[src/rtl/rv32_dmem_arbiter.sv]
// Data-side RAM port arbiter between the CPU MEM stage (port C) and the loader/DMA (port L).
// One grant per cycle, loader bursts, and a starvation guard that lets the loader override the CPU.
module rv32_dmem_arbiter #(
    parameter int unsigned MAX_WAIT  = 8,
    parameter int unsigned BURST_MAX = 16
) (
    input  logic        clk,
    input  logic        reset,

    input  logic        cpu_req,
    input  logic        cpu_we,
    input  logic [3:0]  cpu_be,
    input  logic [31:0] cpu_addr,
    input  logic [31:0] cpu_wdata,
    output logic        cpu_stall,
    output logic        cpu_gnt,
    output logic        cpu_rvalid,
    output logic [31:0] cpu_rdata,

    input  logic        ldr_req,
    input  logic        ldr_we,
    input  logic [3:0]  ldr_be,
    input  logic [31:0] ldr_addr,
    input  logic [31:0] ldr_wdata,
    input  logic        ldr_burst,
    output logic        ldr_gnt,
    output logic        ldr_rvalid,
    output logic [31:0] ldr_rdata,

    output logic [31:0] memif_addr,
    output logic        memif_we,
    output logic [3:0]  memif_be,
    output logic [31:0] memif_wdata,
    input  logic [31:0] memif_rdata
);

    localparam int unsigned WaitW = (MAX_WAIT > 0) ? $clog2(MAX_WAIT + 1) : 1;
    localparam int unsigned BeatW = $clog2(BURST_MAX + 1);
    localparam logic [WaitW-1:0] WaitMax = WaitW'(MAX_WAIT);
    localparam logic [BeatW-1:0] BeatMax = BeatW'(BURST_MAX);

    typedef enum logic [0:0] {StArb, StBurst} state_e;

    state_e            state_q;
    logic [WaitW-1:0]  wait_cnt_q;
    logic [BeatW-1:0]  beat_cnt_q;
    logic [BeatW-1:0]  beat_inc;
    logic              rd_owner_c_q;
    logic              rd_owner_l_q;
    logic [31:0]       addr_q;
    logic              override;

    // Loader has waited long enough to take the RAM from the CPU.
    assign override = ldr_req && (wait_cnt_q == WaitMax);
    assign beat_inc = beat_cnt_q + 1'b1;

    always_comb begin
        cpu_gnt = 1'b0;
        ldr_gnt = 1'b0;
        if (reset) begin
            if (state_q == StBurst) begin
                ldr_gnt = ldr_req;
            end else if (cpu_req && !override) begin
                cpu_gnt = 1'b1;
            end else if (ldr_req) begin
                ldr_gnt = 1'b1;
            end
        end
    end

    // Idle cycles keep the last address on the bus to avoid needless toggling.
    always_comb begin
        memif_addr  = addr_q;
        memif_we    = 1'b0;
        memif_be    = 4'b0000;
        memif_wdata = 32'h0;
        if (cpu_gnt) begin
            memif_addr  = cpu_addr;
            memif_we    = cpu_we;
            memif_be    = cpu_be;
            memif_wdata = cpu_wdata;
        end else if (ldr_gnt) begin
            memif_addr  = ldr_addr;
            memif_we    = ldr_we;
            memif_be    = ldr_be;
            memif_wdata = ldr_wdata;
        end
    end

    assign cpu_stall  = cpu_req & ~cpu_gnt;
    assign cpu_rvalid = rd_owner_c_q;
    assign ldr_rvalid = rd_owner_l_q;
    assign cpu_rdata  = rd_owner_c_q ? memif_rdata : 32'h0;
    assign ldr_rdata  = rd_owner_l_q ? memif_rdata : 32'h0;

    always_ff @(posedge clk) begin
        if (!reset) begin
            state_q      <= StArb;
            wait_cnt_q   <= '0;
            beat_cnt_q   <= '0;
            rd_owner_c_q <= 1'b0;
            rd_owner_l_q <= 1'b0;
            addr_q       <= 32'h0;
        end else begin
            addr_q       <= memif_addr;
            rd_owner_c_q <= cpu_gnt & ~cpu_we;
            rd_owner_l_q <= ldr_gnt & ~ldr_we;

            if (ldr_gnt) begin
                wait_cnt_q <= '0;
            end else if (ldr_req && (wait_cnt_q != WaitMax)) begin
                wait_cnt_q <= wait_cnt_q + 1'b1;
            end

            if (state_q == StArb) begin
                if (ldr_gnt && ldr_burst && (BURST_MAX > 1)) begin
                    state_q    <= StBurst;
                    beat_cnt_q <= BeatW'(1);
                end
            end else if (!ldr_req) begin
                state_q    <= StArb;
                beat_cnt_q <= '0;
            end else if ((beat_inc == BeatMax) || !ldr_burst) begin
                // This beat is the last one of the burst.
                state_q    <= StArb;
                beat_cnt_q <= '0;
            end else begin
                beat_cnt_q <= beat_inc;
            end
        end
    end

endmodule

[config.mk]
export PLATFORM = sky130hd
export DESIGN_NAME = rv32_dmem_arbiter
export DESIGN_NICKNAME = d
export VERILOG_FILES = /design/src/rtl/rv32_dmem_arbiter.sv
export SDC_FILE = /design/constraint.sdc
export NUM_CORES = 1
export LEC_CHECK = 0
export ABC_AREA = 1
export ABC_CLOCK_PERIOD_IN_PS = 2760
export CORE_AREA = 5 5 117 119
export CTS_CLUSTER_SIZE = 20
export DETAILED_ROUTE_END_ITERATION = 6
export DIE_AREA = 0 0 122 124
export PLACE_DENSITY = 0.71
export REMOVE_ABC_BUFFERS = 1
export SLEW_MARGIN = 20
export SYNTH_ARGS = -nofsm -noshare
export SYNTH_HDL_FRONTEND = slang
export SYNTH_SLANG_ARGS = --single-unit
[constraint.sdc]
create_clock -name clk -period 2.76 [get_ports clk]
set_input_delay 0.414 -clock clk [delete_from_list [all_inputs] [get_ports clk]]
set_output_delay 0.414 -clock clk [all_outputs]
set_load 0.005 [all_outputs]
==> flow_summary.json, run 1 <==
{
  "status": "finished clean",
  "via_per_inst": 4.40,
  "clockBufferDepth": 2,
  "yosysWarnings": 0,
  "synth_cell_types": 23,
  "reg2reg_slack_ns": 1.02,
  "synthesis.area_sq_um": 3100,
  "grt_pass1_wl_um": 22700,
  "grt_max_degree": 61,
  "utilization": 0.563,
  "hold_end": "wait_cnt_q[2]",
  "synthFlopType": "dfxtp_1",
  "routed_wl_um": 16300,
  "cts_tree": "done",
  "grt_pass1_vias": 4074,
  "place_congestion": 0.800,
  "cellLeakagePower_uw": 0.00384,
  "nNetsFinal": 1022,
  "worstReg2RegEnd": "addr_q[3]",
  "total_power_uw": 2230,
  "diodes": 0,
  "avgSynthCellArea_sq_um": 6.02,
  "endpoint_kind": "output pin",
  "yosysSeqAreaShare": 0.284,
  "critPathLaunchType": "input pin",
  "reg2reg_depth": 11,
  "syn_inst": 516,
  "track_usage": 0.193,
  "cp_data_required_time_ns": 2.35,
  "critical_path_class": "in -> out",
  "drc": 0,
  "layout-drive-gt1-share": 0.0769,
  "cts_max_level": 2,
  "dieArea_sq_um": 15100,
  "ys_async_sr_fraction": 0,
  "rows": 41,
  "ant_nets": 0,
  "rsz0062_at_grt": "yes",
  "die_width_um": 122,
  "num_vias": 4476,
  "hp-class": "reg -> reg",
  "whs_path_depth": 2,
  "dp.final_hpwl_um": 13500,
  "dp_cells": 1005,
  "fin_crit_ns": 2.75,
  "drv_slew": 0,
  "drtIter0Drc": 188,
  "antenna_found_initial": 0,
  "ys_ff_latch": 44,
  "setup_viol": 0,
  "r2r_start": "wait_cnt_q[0]",
  "fmax_mhz": 363,
  "powerDensity_nw_per_um2": 318,
  "clock_latency_ns": 0.28,
  "die_height_um": 124,
  "stdcell_count": 1017,
  "layout_worst_path_cycle_share": 0.998,
  "numCtsBuffers": 5,
  "area_growth_pct": 126,
  "worstPathArrival_ns": 2.34,
  "num_io_pins": 313,
  "synth_edf_count": 0,
  "start_util": 0.249,
  "hp-start": "wait_cnt_q[2]",
  "hold_viol": 0,
  "clock-sinks": 44,
  "crit_fanout": 10,
  "drv_cap": 0,
  "clkSlewWorstSetupHoldPaths_ns": 0.06,
  "clock_skew_ns": 0.00505,
  "tightestPinTransition_ns": 0.337,
  "ctsRootBufferMaster": "clkbuf_16",
  "portBuffers": 312,
  "grt_remaining_overflow": 0,
  "cts_hold_buffers": 0,
  "vdd_drop_max_v": 0.000314,
  "slew-limit-headroom": 0.775,
  "core_sq_um": 12500,
  "drtPass1Iterations": 7,
  "routedWlPerCell_um": 16.1
}
## sequential cells by signal, indices dropped and copies added (netlist names)
| register | cells |
|---|---|
| addr_q | 32 |
| state_q | 1 |
| beat_cnt_q | 5 |
| ldr_rvalid | 1 |
| cpu_rvalid | 1 |
| wait_cnt_q | 4 |
## placed cells by master, fill, tap and decap left out, types with 2 or more instances in the layout
cell	count
nand3_1	112
clkbuf_16	7
clkinv_4	2
a22o_1	35
dlymetal6s2s_1	25
buf_4	31
buf_12	8
nand4_1	2
nand2_1	148
buf_6	2
clkdlybuf4s50_1	284
ha_1	2
inv_1	108
a21oi_1	7
dlygate4sd2_1	2
dfxtp_1	44
nor2_1	8
## timing repair
action                     in CTS  in global routing
setup endpoints to repair      14                 65
gates resized for setup         7                 32
cloned                          0                  2
buffers inserted                0                  2
## layout make-up
class | count | area, sq um
inverter | 111 | 424
multi-input combinational | 326 | 1660
timing repair buffer | 356 | 3660
fill | 1210 | 5450
tap | 172 | 215
sequential | 44 | 881
clock inverter | 2 | 38.8
clock buffer | 6 | 139
## how the worst max path moves through the flow
stage	from	end	slack, ns	cells past startpoint
final	cpu_req	memif_wdata[7]	0.006	9
after global routing	cpu_req	memif_wdata[7]	-0.05	9
after CTS	ldr_req	memif_addr[3]	0.001	7
after detailed placement	cpu_req	memif_wdata[26]	-0.07	8
after global placement	cpu_req	memif_wdata[26]	-0.06	8
after floorplan	wait_cnt_q[0]	memif_be[0]	0.03	7
## critical path: stages
cell	delay, ns
clkdlybuf4s50_1	0.49
inv_1	0.08
nor2_4	0.13
nand3_2	0.13
inv_4	0.12
buf_12	0.15
buf_4	0.15
a22o_1	0.14
clkdlybuf4s50_1	0.52
## metrics by stage
stage | setup TNS [ns] | cell area [sq um] | hold slack [ns] | setup slack, ns
after detailed placement | -0.278 | 6650 | 0.475 | -0.0747
after floorplan | 0 | 2930 | 0.453 | 0.0320
after CTS | 0 | 6850 | 0.487 | 0.00105
after global placement | -0.153 | 6650 | 0.465 | -0.0577
final | 0 | 7010 | 0.482 | 0.00644
after global routing | -0.357 | 7010 | 0.508 | -0.0525
## report_power, final
part / switching (uW) / internal, uW / total [uW]
Clock: 247 / 453 / 700
Combinational: 306 / 539 / 845
Sequential: 11.2 / 670 / 681
Total: 564 / 1660 / 2230
## layer usage
metal	GRT usage	wire, um
met1	0.245	6750
met2	0.334	7990
met3	0.0472	1360
met4	0.0413	237
met5	0	0
## logic make-up (layout without fill, tap and decap cells)
kind of cell,count (synthesis),after routing,synth area share
AO/OA/AOI/OAI,45,45,0.121
XOR/XNOR,1,1,0.00282
adder cells (fa/ha/maj),3,3,0.0121
buffers and inverters,146,475,0.191
flip-flops,44,44,0.284
AND/OR/NAND/NOR,277,277,0.390
## cells in the mapped netlist (2+ instances only)
| cell type | n | area, sq um |
|---|---|---|
| a21oi_1 | 7 | 35.0 |
| a22o_1 | 37 | 324 |
| buf_1 | 7 | 26.3 |
| buf_2 | 14 | 70.1 |
| buf_6 | 3 | 33.8 |
| clkbuf_1 | 10 | 37.5 |
| dfxtp_1 | 44 | 881 |
| ha_1 | 3 | 37.5 |
| inv_1 | 108 | 405 |
| inv_2 | 3 | 11.3 |
| nand2_1 | 148 | 556 |
| nand3_1 | 112 | 561 |
| nand3_2 | 2 | 20.0 |
| nand4_1 | 2 | 12.5 |
| nor2_1 | 8 | 30.0 |
(Power assumes the default switching activity.)
==> inputs of run 2 (changes only) <==
ABC_CLOCK_PERIOD_IN_PS = 3050   (was 2760)
CORE_AREA = 5 5 118 120   (was 5 5 117 119)
CTS_CLUSTER_DIAMETER = 60   (was default)
DIE_AREA = 0 0 123 125   (was 0 0 122 124)
PLACE_DENSITY = default   (was 0.71)
PLACE_DENSITY_LB_ADDON = 0.08   (was default)
clock period = 3.05 ns   (was 2.76 ns; I/O delays follow)
==> run 2 against run 1 <==
Effect of this change:
- count of clock-buffer cells in the layout unchanged
- hold slack got worse by 0.0057 ns
- sequential power decreased by 9.5%
- final cell count decreased by 2.6%
- critical path type unchanged
- largest power group unchanged
- via count decreased by 1.7%
- global-route usage increased by 0.38 points
- highest routed layer is now met5
==> flow_summary.json, run 2 (same netlist as run 1, synthesis figures left out) <==
{
  "start_util": 0.241,
  "final_cell_mix": "311 x clkdlybuf4s50_1, 148 x nand2_1, 112 x nand3_1",
  "area_growth_pct": 112,
  "clock-sinks": 44,
  "drtIter0Drc": 241,
  "track_usage": 0.197,
  "hold_viol": 0,
  "drtPass1Iterations": 4,
  "status": "finished clean",
  "cts_resized": 0,
  "fmax_mhz": 349,
  "num_io_pins": 313,
  "cellLeakagePower_uw": 0.00327,
  "clock_latency_ns": 0.28,
  "rows": 42,
  "portBuffers": 312,
  "hp-class": "reg -> reg",
  "top_regs": "addr_q (32), beat_cnt_q (5), wait_cnt_q (4)",
  "cpPeakStageDelay_ns": 0.54,
  "grt_remaining_overflow": 0,
  "critPathLaunchType": "input pin",
  "cts_max_level": 2,
  "worstPathArrival_ns": 2.41,
  "powerDensity_nw_per_um2": 297,
  "core_sq_um": 12900,
  "ant_nets": 0,
  "routed_wl_um": 15700,
  "fin_tns_setup_ns": 0,
  "combPwrFrac": 0.361,
  "slew-limit-headroom": 0.657,
  "largest_reg_flops": 32,
  "drc": 0,
  "vdd_drop_max_v": 0.000250,
  "setup_viol": 0,
  "drv_cap": 0,
  "die_height_um": 125,
  "intPower_uw": 1460,
  "grt_max_degree": 53,
  "clockBufferDepth": 2,
  "numCtsBuffers": 5,
  "critical_path_class": "in -> out",
  "drv_slew": 0,
  "layout-drive-gt1-share": 0.0393,
  "nNetsFinal": 992,
  "ctsRootBufferMaster": "clkbuf_16",
  "layout_worst_path_cycle_share": 0.940,
  "clkSlewWorstSetupHoldPaths_ns": 0.06,
  "pwr-share-seq": 0.315,
  "place_congestion": 0.828,
  "post_cts_buffers": 0,
  "stdcell_count": 991,
  "crit_buf_inv": 5,
  "cp_top_family": "buffers and inverters",
  "cpMostUsedCell": "clkdlybuf4s50_1",
  "swShare": 0.254,
  "rsz0062_at_grt": "no",
  "grt_pass1_wl_um": 23800,
  "cts_hold_buffers": 0,
  "dp_cells": 983,
  "cts_tree": "done",
  "die_width_um": 123,
  "via_per_inst": 4.44,
  "p_switching_uw": 497,
  "crit_fanout": 22,
  "path_cells": "clkdlybuf4s50_1 > inv_1 > nor2_2 > nand3_2 > inv_2 > buf_4 > nand2_1 > nand3_1 > clkdlybuf4s50_1",
  "largest_register": "addr_q",
  "grt_pass1_vias": 4440,
  "diodes": 0,
  "fin_crit_ns": 2.87,
  "endpoint_kind": "output pin",
  "final_common_cell": "clkdlybuf4s50_1",
  "dieArea_sq_um": 15400,
  "antenna_found_initial": 1,
  "clock_skew_ns": 0.00498,
  "clock_power_share": 0.324,
  "cp_data_required_time_ns": 2.59,
  "dp.final_hpwl_um": 13100,
  "cpMaxStageDelayCell": "clkdlybuf4s50_1",
  "routedWlPerCell_um": 15.8,
  "tightestPinTransition_ns": 0.514,
  "num_vias": 4401
}
==> run 2: changes by cell type in the layout (fill, tap and decap cells not counted), sizes merged <==
cell / change
buf: -28
dlymetal6s2s: -25
clkdlybuf4s50: +27
dlygate4sd2: -2
inv: +1
clkinv: -1
clkbuf: -2
==> run 2: cell type report <==
class | count | area [sq um]
timing repair buffer | 326 | 3260
clock inverter | 2 | 38.8
multi-input combinational | 326 | 1630
clock buffer | 6 | 139
tap | 176 | 220
sequential | 44 | 881
fill | 1321 | 6290
inverter | 111 | 417
==> run 2: worst paths after layout <==
| kind | start | end | slack (ns) | depth (start not counted) |
|---|---|---|---|---|
| setup / recovery | cpu_req | memif_addr[20] | 0.18 | 9 |
| hold reg to reg | wait_cnt_q[2] | wait_cnt_q[2] | 0.48 | 2 |
| setup reg to reg | wait_cnt_q[0] | beat_cnt_q[0] | 1.22 | 9 |
| hold / removal | wait_cnt_q[2] | wait_cnt_q[2] | 0.48 | 2 |
==> run 2: routing by layer <==
metal  vias up  track usage  part of all wire
li1       2212            -                 -
met1      1989        0.196              0.35
met2       172        0.384              0.55
met3        26       0.0605             0.073
met4         2       0.0567             0.027
met5         -            0           0.00051
==> run 2: worst reg2reg max path, stage by stage (launching register included) <==
cell	delay (ns)
dfxtp_1	0.33
inv_1	0.10
ha_1	0.20
nand3_2	0.16
a21oi_4	0.19
buf_4	0.27
nand3_1	0.23
nand3b_1	0.15
nand2_1	0.06
nor2_1	0.07
==> run 2: power groups by stage <==
stage               clock network (uW)  registers (uW)  logic [uW]
floorplan                            0             632         181
finish                             634             616         706
CTS                                656             616         716
global placement                     0             629         709
global route                       684             619         759
detailed placement                   0             629         712
==> run 2: per-stage QoR <==
stage	hold slack, ns	util	cell area [sq um]	power, uW	worst slack [ns]
final	0.476	0.512	6590	1960	0.182
after global routing	0.512	0.512	6590	2060	0.0650
after CTS	0.480	0.512	6590	1990	0.146
after detailed placement	0.471	0.498	6410	1340	0.159
after global placement	0.467	0.498	6410	1340	0.151
after floorplan	0.453	-	2930	814	0.279
